<file path="src/rtl/alu_pwr_pkg.sv">
// rtl/alu_pwr_pkg.sv - shared constants and state encoding for the ALU power sequencer
package alu_pwr_pkg;

    localparam int ALU_DW  = 16;
    localparam int ALU_OPW = 4;

    typedef enum logic [1:0] {
        PS_OFF    = 2'd0,
        PS_PWR_UP = 2'd1,
        PS_ON     = 2'd2,
        PS_ISO_DN = 2'd3
    } pwr_state_e;

endpackage

</file>
<file path="src/rtl/pwr_dly_cnt.sv">
// rtl/pwr_dly_cnt.sv - loadable down-counter timing the power-up and isolation-setup windows
module pwr_dly_cnt #(
    parameter int CNT_W = 8
) (
    input  logic             clk,
    input  logic             rst_n,
    input  logic             load,
    input  logic [CNT_W-1:0] value,
    output logic             done
);

    logic [CNT_W-1:0] cnt;

    // Load wins over counting; the counter parks at zero until the next load
    always_ff @(posedge clk) begin
        if (!rst_n) begin
            cnt <= '0;
        end else if (load) begin
            cnt <= value;
        end else if (cnt != '0) begin
            cnt <= cnt - CNT_W'(1);
        end
    end

    // Loading N-1 makes done true in the Nth cycle after the load
    assign done = (cnt == '0);

endmodule

</file>
<file path="src/rtl/alu_pwr_ctrl.sv">
// rtl/alu_pwr_ctrl.sv - power-sequencing front end for the power-gated ALU
module alu_pwr_ctrl
    import alu_pwr_pkg::*;
#(
    parameter int PWR_UP_DLY   = 4,
    parameter int ISO_SETUP    = 2,
    parameter int IDLE_TIMEOUT = 16,
    parameter int CNT_W        = 8
) (
    input  logic               clk,
    input  logic               rst_n,
    input  logic               req_valid,
    output logic               req_ready,
    input  logic [ALU_DW-1:0]  req_A,
    input  logic [ALU_DW-1:0]  req_B,
    input  logic [ALU_OPW-1:0] req_opcode,
    input  logic               sleep_req,
    input  logic               alu_busy,
    output logic               alu_start,
    output logic [ALU_DW-1:0]  alu_A,
    output logic [ALU_DW-1:0]  alu_B,
    output logic [ALU_OPW-1:0] alu_opcode,
    output logic               alu_pwr_en,
    output logic               iso_en,
    output logic [1:0]         pwr_state
);

    pwr_state_e       state_q;
    pwr_state_e       state_d;
    logic             dly_load;
    logic [CNT_W-1:0] dly_value;
    logic             dly_done;
    logic [CNT_W-1:0] idle_cnt;
    logic [CNT_W-1:0] idle_cnt_d;
    logic             idle_now;
    logic             idle_expired;
    logic             accept;

    pwr_dly_cnt #(
        .CNT_W (CNT_W)
    ) u_dly_cnt (
        .clk   (clk),
        .rst_n (rst_n),
        .load  (dly_load),
        .value (dly_value),
        .done  (dly_done)
    );

    // Sleep takes priority over a new request, so a request is never accepted while sleep_req is up
    assign req_ready = (state_q == PS_ON) & ~alu_busy & ~alu_start & ~sleep_req;
    assign accept    = req_valid & req_ready;
    assign idle_now  = ~req_valid & ~alu_busy & ~alu_start;
    assign pwr_state = state_q;

    // Saturating count of consecutive idle cycles, including the current one
    always_comb begin
        idle_cnt_d = '0;
        if (state_q == PS_ON && idle_now) begin
            idle_cnt_d = (idle_cnt == {CNT_W{1'b1}}) ? idle_cnt : idle_cnt + CNT_W'(1);
        end
    end

    assign idle_expired = (IDLE_TIMEOUT != 0) && (idle_cnt_d >= CNT_W'(IDLE_TIMEOUT));

    // Next-state logic and delay-counter loads on entry to the timed states
    always_comb begin
        state_d   = state_q;
        dly_load  = 1'b0;
        dly_value = '0;
        case (state_q)
            PS_OFF: begin
                if (req_valid && !sleep_req) begin
                    state_d   = PS_PWR_UP;
                    dly_load  = 1'b1;
                    dly_value = CNT_W'(PWR_UP_DLY - 1);
                end
            end
            PS_PWR_UP: begin
                if (dly_done) begin
                    state_d = PS_ON;
                end
            end
            PS_ON: begin
                if ((sleep_req || idle_expired) && !alu_busy && !alu_start) begin
                    state_d   = PS_ISO_DN;
                    dly_load  = 1'b1;
                    dly_value = CNT_W'(ISO_SETUP - 1);
                end
            end
            PS_ISO_DN: begin
                if (dly_done) begin
                    state_d = PS_OFF;
                end
            end
            default: state_d = PS_OFF;
        endcase
    end

    // State register; power and isolation are decoded from the next state so they change with it
    always_ff @(posedge clk) begin
        if (!rst_n) begin
            state_q    <= PS_OFF;
            alu_pwr_en <= 1'b0;
            iso_en     <= 1'b1;
        end else begin
            state_q    <= state_d;
            alu_pwr_en <= (state_d != PS_OFF);
            iso_en     <= (state_d != PS_ON);
        end
    end

    // Request register: operands hold from the start pulse until the next accept
    always_ff @(posedge clk) begin
        if (!rst_n) begin
            alu_start  <= 1'b0;
            alu_A      <= '0;
            alu_B      <= '0;
            alu_opcode <= '0;
        end else begin
            alu_start <= accept;
            if (accept) begin
                alu_A      <= req_A;
                alu_B      <= req_B;
                alu_opcode <= req_opcode;
            end
        end
    end

    // Idle counter is cleared whenever the FSM is not staying in ON
    always_ff @(posedge clk) begin
        if (!rst_n) begin
            idle_cnt <= '0;
        end else begin
            idle_cnt <= (state_d == PS_ON) ? idle_cnt_d : '0;
        end
    end

endmodule

</file>
<file path="config.mk">
export PLATFORM = sky130hd
export DESIGN_NAME = alu_pwr_ctrl
export DESIGN_NICKNAME = d
export VERILOG_FILES = /design/src/rtl/alu_pwr_pkg.sv /design/src/rtl/pwr_dly_cnt.sv /design/src/rtl/alu_pwr_ctrl.sv
export SDC_FILE = /design/constraint.sdc
export NUM_CORES = 1
export LEC_CHECK = 0
export ABC_CLOCK_PERIOD_IN_PS = 2100
export CORE_AREA = 4 4 78 80
export DETAILED_ROUTE_END_ITERATION = 7
export DIE_AREA = 0 0 82 84
export HOLD_SLACK_MARGIN = 0.05
export PLACE_DENSITY = 0.77
export SLEW_MARGIN = 20
export SYNTH_ARGS = -nofsm -noshare
export SYNTH_HDL_FRONTEND = slang
export SYNTH_SLANG_ARGS = --single-unit
</file>
<file path="constraint.sdc">
create_clock -name clk -period 2.1 [get_ports clk]
set_input_delay 0.63 -clock clk [delete_from_list [all_inputs] [get_ports clk]]
set_output_delay 0.63 -clock clk [all_outputs]
set_load 0.1 [all_outputs]
</file>
### Word-level counts from Yosys, hierarchy flattened

Index checks and enable logic that the tools add are counted.
Widths: inputs -> output; s select.

* register bits: 57
* input port bits: 41
* output and inout port bits: 42

* $add $sub $neg: 2
* order comparisons: 1
* eq/ne operators: 6
* muxes and demuxes: 15
* bitwise gates (word level): 10
* reductions and logical operators: 14

Operators with widths (count)
* $mux 8: 4
* $mux 2: 5
* $add 8x1->8 const B: 1
* $eq 8x8->1 const B: 1
* $ge 8x5->1 const B: 1
* $logic_not 8->1: 1
* $pmux 2 s4: 1
* $reduce_bool 8->1: 1
* $sub 8x1->8 const B: 1
* $and 1x1->1: 6
* $eq 2x2->1 const B: 3
* $logic_and 1x1->1: 4
* $not 1->1: 4
* $pmux 2 s2: 1
* $reduce_bool 2->1: 2
* $logic_not 1->1: 3
* $mux 1: 3
* $eq 2x1->1 const B: 1
* $logic_not 2->1: 1
* $ne 2x2->1 const B: 1
* $pmux 1 s2: 1
* $reduce_and 2->1: 1
* $logic_or 1x1->1: 1

### Depth between registers and ports, before layout

Gate-level depths: netlist (run 1).

* depth after elaboration: 13
* gate-level depth with buffers: 7
* depth with buffers taken out: 7

### Hierarchy

A second synthesis (run 1) with hierarchy kept.

* cell total of the unflattened synthesis: 278
* area, all modules: 2338.5 sq um

By module, submodules not included
* alu_pwr_ctrl: times used 1, cells each 227, area an instance 1880.6 sq um, sequential area each 980.9 sq um
* pwr_dly_cnt: times used 1, cells each 51, area an instance 457.9 sq um, sequential area each 160.2 sq um

### Worst setup path after synthesis (run 1)

No wires, ideal clock.

* path type: register to output
* start point: register state_q[1] (netlist: pwr_state[1])
* end point: output req_ready
* arrival time: 2877 ps
* data required time: 1470 ps
* path slack: -1407 ps
* cell stages (with the launch flop): 3
* path buffers: 0
* cell sequence: dfxtp_1 > or4b_4 > nor2_1

* cells in the longest elaborated chain, start to end: 4

RTL lines
* start: declaration: line alu_pwr_ctrl.sv:28 `pwr_state_e state_q;`
* start signal: assignment: line alu_pwr_ctrl.sv:106 `state_q <= state_d;`
* $eq 2x2->1: line alu_pwr_ctrl.sv:50 `assign req_ready = (state_q == PS_ON) & ~alu_busy & ~alu_start & ~sleep_req;`
* $and 1x1->1 (3 in series): line alu_pwr_ctrl.sv:50
* end: declaration: line alu_pwr_ctrl.sv:13 `output logic req_ready,`

No other way between the ends.

### Final worst setup path (run 1)

* start point: input alu_busy
* end point: output req_ready

* cells in the longest elaborated chain, start to end: 4

RTL lines
* start: declaration: line alu_pwr_ctrl.sv:18 `input logic alu_busy,`
* $not 1->1: line alu_pwr_ctrl.sv:50
* $and 1x1->1 (3 in series): line alu_pwr_ctrl.sv:50

No other way between the ends.

==> summary.md, run 1 <==
| Metric | Value |
|---|---|
| Synth area leader | `dfxtp_1` |
| CTS root buf | `clkbuf_8` |
| Wire per inst | `13.6 µm` |
| Grt total ovfl | `0` |
| Reg2reg start | `idle_cnt[0]` |
| Synth Area in Simple Gates | `24.5%` |
| Dominant synthesized flop cell | `dfxtp_1` |
| Final net count | `414` |
| CP Class | `input port to primary output` |
| Initial Utilization | `42.6%` |
| Mapped cell area | `2300 µm²` |
| RSZ-0062 raised after global routing | `yes` |
| Synth top cells by count | `83 x nand2_1, 57 x dfxtp_1, 42 x a21oi_1, 13 x nor2_1` |
| FF-to-FF path depth | `6` |
| Post-synthesis adder-cell area fraction | `1.63%` |
| Clock Path Buffers | `2` |
| Layout cells sized above 1 | `23.3%` |
| Sequential area share after synthesis | `49.6%` |
| Vias in the first global route | `2253` |
| Tot GR Track Use | `19.5%` |
| Critical path endpoint category | `primary output` |
| Yosys warnings | `0` |
| Crit path max fanout | `2` |
| Hold Startpoint | `alu_B[11]` |
| Fillcell total | `421` |
| HPWL Detailed | `4480 µm` |
| Vias | `2203` |
| Failing checks | `negative setup slack` |
| Die W | `82 µm` |
| Ports | `83` |
| CTS sink cnt | `57` |
| Drc violations | `0` |
| Hold WS | `0.491 ns` |
| Number of synthesized register bits | `57` |
| Max_cap viols | `0` |
| Number of synthesized flops with an enable pin | `0` |
| Reg2Reg Setup Slack | `0.11 ns` |
| Fmax | `465 MHz` |
| Setup_tns | `-0.0507 ns` |
| Status | `finished with violations` |
| Post-Place Worst Slack | `-0.453 ns` |
| Vias per cell | `4.94` |
| Pre-Repair DR Iteration Count | `4` |
| Final min period | `2.15 ns` |
| Crit start category | `input port` |
| DRT met1 WL | `2340 µm` |
| Met3 Wirelength | `442 µm` |
| Met2 WL | `3150 µm` |
| Die height | `84 µm` |
| Post-DRT Antenna Nets | `0` |
| Max-slew violation count | `0` |
| Final worst slack | `-0.0507 ns` |
| Area contributors post-synth | `dfxtp_1 50%, nand2_1 14%, a21oi_1 9.1%` |
| Highest routing layer actually used | `met4` |
| Synth cell types | `44` |
| Power per cell area | `812 nW/µm²` |
| Most frequent cell after synthesis | `nand2_1` |
| Leakage | `1.42 nW` |
| Area share of the largest cell type after synthesis | `49.6%` |
| Compound-gate portion of the synthesized area | `16.5%` |
| Peak supply drop | `480 µV` |
| Required @ worst endpoint | `1.47 ns` |
| Main combinational cell family by area after synthesis | `simple AND/OR/NAND/NOR gates` |
| Reg-to-Reg End | `iso_en` |
| Clk_lat worst skew | `0.33 ns` |
| Hold EP | `alu_B[11]` |
| Final hold violations | `0` |
| CTS tree | `done` |
| Die footprint | `6890 µm²` |
| Hold Path Cell Cnt | `2` |
| Post-detailed-routing wire length | `6080 µm` |
| Mean Syn Cell Area | `8.52 µm²` |
| Number of diodes | `0` |
| Mapped Cells | `270` |
| 1st-iter DRT viols | `67` |
| Final Wtd Congestion | `0.778` |
| # rows | `27` |
| Initial antenna violation count | `0` |
| Core Region | `5410 µm²` |
| Multiplexer share of the synthesized area | `0.435%` |
| Post-Synth XOR/XNOR Area | `2.28%` |
| Worst clock skew | `0.00566 ns` |
| CTS buffer count | `9` |
| IO Port Bufs | `82` |
| Setup violations, final | `1` |
| Area delta synth->final | `67.3%` |
| Period utilization | `102%` |
| Hold crit path type | `register to register` |
| H-tree levels | `3` |
| Async S/R FF share, synth | `0%` |
| Clock transition at path regs | `0.06 ns` |
| First-pass GRT wire length | `10300 µm` |
| Hold-fix buffers, CTS | `0` |
| Critical path arrival | `1.52 ns` |
| Largest net degree at the start of global routing | `27` |
-- how the worst max path moves through the flow --
| stage | startpoint | to | slack, ns | cells past startpoint |
|---|---|---|---|---|
| after detailed placement | alu_busy | req_ready | -0.45 | 4 |
| after global routing | pwr_state[0] | req_ready | -0.1 | 3 |
| after floorplan | alu_busy | req_ready | -0.23 | 2 |
| after global placement | alu_busy | req_ready | -0.44 | 4 |
| final | alu_busy | req_ready | -0.05 | 4 |
| after CTS | pwr_state[0] | req_ready | -0.07 | 3 |
-- metrics by stage --
stage               util, %  cell area, µm²  instances  power (mW)
global placement       67.5            3650        428        2.23
global route           71.2            3850        446        3.32
finish                 71.2            3850        446        3.13
floorplan                 -            2330        273        1.95
CTS                    70.6            3820        444        3.13
detailed placement     67.5            3650        428        2.27
-- critical path: stages --
cell and delay, ns:
buf_6 0.09, or4b_4 0.50, nor2_4 0.12, buf_12 0.18
-- report_power, final --
part / switching, mW / total, mW / internal [mW]
Combinational: 0.573 / 1.00 / 0.430
Sequential: 0.0953 / 1.28 / 1.18
Clock: 0.390 / 0.846 / 0.456
-- kinds of logic after synthesis --
group / after synthesis
multiplexers: 1
AO/OA/AOI/OAI: 62
AND/OR/NAND/NOR: 123
adder cells (fa/ha/maj): 3
other: 1
XOR/XNOR: 6
buffers and inverters: 17
flip-flops: 57
-- area by class of cell --
type / count / area, µm² / area share (%)
Clock buffer: 15 / 156 / 4.06
Inverter: 5 / 18.8 / 0.488
Multi-Input combinational cell: 199 / 1080 / 28.2
Sequential cell: 57 / 1150 / 29.9
Tap cell: 72 / 90.1 / 2.34
Timing Repair Buffer: 98 / 1350 / 35.1
-- layer usage --
metal | track usage (%) | vias to the layer above
met5 | 0 | -
met3 | 7.13 | 11
met1 | 20.7 | 1018
li1 | - | 1104
met4 | 9.67 | 0
met2 | 33.1 | 70
-- timing repair --
item | in CTS | in global routing
endpoints found under the setup margin | 48 | 9
pin swaps | 2 | 0
buffers inserted | 1 | 2
hold endpoints to repair | 0 | 0
gates resized for setup | 5 | 3
-- flip-flops by register name, indices dropped and copies added, names as in the netlist --
register and cells:
alu_A 16, alu_B 16, idle_cnt 8, u_dly_cnt.cnt 8, alu_opcode 4, pwr_state 2
alu_pwr_en 1, alu_start 1, iso_en 1
-- cells in the final DEF (no fill, tap or decap), types with 2 or more instances in the layout --
master,count
clkdlybuf4s50_1,39
dfxtp_4,2
nand3_1,4
buf_12,41
a21oi_1,42
nand2b_1,2
nor2_1,12
a21oi_2,3
o21a_1,2
or3_1,2
nand4_1,4
conb_1,4
o31ai_1,2
buf_4,17
inv_1,5
nand2_1,83
xnor2_1,3
ha_1,2
xor2_1,3
clkbuf_1,5
clkbuf_8,10
nor2_4,2
o21ai_0,3
nor3_1,3
dfxtp_1,54
Power figures use the tool's default switching activity.
==> inputs of run 2 (changes only) <==
Settings changed: GPL_TIMING_DRIVEN from default to 0.
==> summary.md, run 2 (synthesis results as in run 1) <==
| Metric | Value |
|---|---|
| Switching share of power | `33.9% (about the same)` |
| Crit-path cells | `clkdlybuf4s15_1 > or4b_4 > nor2_4 > buf_12 (was buf_6 > or4b_4 > nor2_4 > buf_12)` |
| Clock Power Share | `30.0% (was 27.1%)` |
| Cell Area, Placed | `3240 µm² (was 3650 µm²)` |
| Max_cap viols | `0 (unchanged)` |
| RSZ-0062 raised after global routing | `yes (unchanged)` |
| Critical path's slowest cell | `or4b_4 (unchanged)` |
| Largest net degree at the start of global routing | `11 (was 27)` |
| Setup_tns | `-0.208 ns (was -0.0507 ns)` |
| Die footprint | `6890 µm² (unchanged)` |
| Setup violations, final | `2 (was 1)` |
| Peak supply drop | `471 µV (was 480 µV)` |
| Crit path max fanout | `2 (unchanged)` |
| Failing checks | `negative setup slack (unchanged)` |
| Clock transition at path regs | `0.06 ns (about the same)` |
| Grt total ovfl | `0 (unchanged)` |
| Final worst slack | `-0.159 ns (was -0.0507 ns)` |
| Wire per inst | `12.9 µm (was 13.6 µm)` |
| Final Wtd Congestion | `0.807 (was 0.778)` |
| Tightest Pin Transition | `0.961 ns` |
| Pwr Total | `3.14 mW (was 3.13 mW)` |
| Status | `finished with violations (unchanged)` |
| Max-slew violation count | `0 (unchanged)` |
| Worst clock skew | `0.00363 ns (was 0.00566 ns)` |
| Seq pwr share | `40.5% (was 40.8%)` |
| Design Area, Final | `3520 µm² (was 3850 µm²)` |
| Hold-fix buffers, CTS | `0 (unchanged)` |
| Dpl cells | `427 (was 428)` |
| Hold WS | `0.453 ns (was 0.491 ns)` |
| Commonest non-fill, non-tap cell in the layout | `nand2_1 (unchanged)` |
| Tot GR Track Use | `17.8% (was 19.5%)` |
| Internal power | `2.07 mW (about the same)` |
| CTS buffer count | `9 (unchanged)` |
| Post-route core utilization | `65.1% (was 71.2%)` |
| Clk_lat worst skew | `0.32 ns (was 0.33 ns)` |
| 1st-iter DRT viols | `60 (was 67)` |
| Final min period | `2.26 ns (was 2.15 ns)` |
| Ports | `83 (unchanged)` |
| Commonest non-fill, non-tap cells in the layout | `83 x nand2_1, 53 x dfxtp_1, 42 x a21oi_1, 39 x clkdlybuf4s50_1, 39 x clkdlybuf4s15_2 (was 83 x nand2_1, 54 x dfxtp_1, 42 x a21oi_1, 41 x buf_12, 39 x clkdlybuf4s50_1)` |
| IO Port Bufs | `82 (unchanged)` |
| Number of diodes | `0 (unchanged)` |
| H-tree levels | `3 (unchanged)` |
| Initial Utilization | `42.6% (unchanged)` |
| Core Region | `5410 µm² (unchanged)` |
| HPWL Detailed | `4080 µm (was 4480 µm)` |
| CP Class | `input port to primary output (unchanged)` |
| Final net count | `413 (was 414)` |
| Vias per cell | `4.86 (was 4.94)` |
| Post-detailed-routing wire length | `5750 µm (was 6080 µm)` |
| Die W | `82 µm (unchanged)` |
| Period utilization | `108% (was 102%)` |
| Area delta synth->final | `53.0% (was 67.3%)` |
| Drc violations | `0 (unchanged)` |
| Vias | `2167 (was 2203)` |
| Critical path endpoint category | `primary output (unchanged)` |
| CTS sink cnt | `57 (unchanged)` |
| # rows | `27 (unchanged)` |
| Die height | `84 µm (unchanged)` |
| Top flop regs | `alu_A x16, alu_B x16 (unchanged)` |
| Hold crit path type | `register to register (unchanged)` |
| Fillcell total | `467 (was 421)` |
| Relative slew slack | `36.2%` |
| Clock Path Buffers | `2 (unchanged)` |
| Power per cell area | `891 nW/µm² (was 812 nW/µm²)` |
| Combinational power share | `29.5% (was 32.1%)` |
| Final hold violations | `0 (unchanged)` |
| Fin cells | `446 (unchanged)` |
| CTS root buf | `clkbuf_8 (unchanged)` |
| Crit start category | `input port (unchanged)` |
| Required @ worst endpoint | `1.47 ns (about the same)` |
| Initial antenna violation count | `0 (unchanged)` |
| Post-DRT Antenna Nets | `0 (unchanged)` |
| Post-Place Worst Slack | `-1.42 ns (was -0.453 ns)` |
| Vias in the first global route | `2118 (was 2253)` |
| CP peak stage delay | `0.51 ns (was 0.50 ns)` |
| Pre-Repair DR Iteration Count | `6 (was 4)` |
| Critical path arrival | `1.63 ns (was 1.52 ns)` |
| CTS tree | `done (unchanged)` |
| Layout cells sized above 1 | `23.0% (was 23.3%)` |
| Fmax | `443 MHz (was 465 MHz)` |
| Leakage | `1.26 nW (was 1.42 nW)` |
| First-pass GRT wire length | `9470 µm (was 10300 µm)` |
| Total net switching power | `1.06 mW (about the same)` |
## run 2: cell types whose count changed in the layout (fill, tap and decap cells not counted), sizes merged
cell           change
dlygate4sd2        +1
buf               -47
clkdlybuf4s15     +40
clkinv             +2
clkbuf             +4
## run 2: repair_timing
action / CTS / global route
pin swaps: 2 / 0
setup endpoints to repair: 62 / 28
setup buffers: 3 / 0
gates resized for setup: 132 / 8
## run 2: cell type report
class	count	area (µm²)	area share [%]
buffer	12	96.3	2.74
timing repair buffer	85	896	25.5
clock inverter	2	10.0	0.284
clock buffer	14	174	4.94
multi-input combinational	199	1080	30.8
tap	72	90.1	2.56
inverter	5	18.8	0.533
sequential	57	1150	32.7
## run 2: path summary, 6_finish.rpt
| check | startpoint | endpoint | slack [ns] | cells after the start |
|---|---|---|---|---|
| setup / recovery | alu_busy | req_ready | -0.16 | 4 |
| hold / removal | alu_B[4] | alu_B[4] | 0.45 | 2 |
| setup reg to reg | idle_cnt[1] | iso_en | 0.13 | 6 |
| hold reg to reg | alu_B[4] | alu_B[4] | 0.45 | 2 |
## run 2: worst max-delay path, delay by kind of cell
family,cells,cell delay (ns)
buf+inv,2,0.37
simple gates,2,0.63
## run 2: metal layers
metal	vias up	GRT usage (%)	routed length, µm
met5	-	0	0
li1	1108	-	-
met4	0	9.06	117
met2	61	28.9	2830
met3	10	5.62	393
met1	988	20.5	2410
## run 2: power groups by stage
stage	clock, mW	combinational, mW	sequential (mW)
finish	0.940	0.924	1.27
global route	1.02	1.02	1.28
CTS	0.966	0.925	1.27
detailed placement	0	0.890	1.29
global placement	0	0.882	1.29
floorplan	0	0.505	1.45
==> inputs of run 3 (changes only) <==
Settings changed: ABC_CLOCK_PERIOD_IN_PS 2100 to default.
==> results of run 3 <==
Final layout, timing and power as in run 2 (identical DEF).
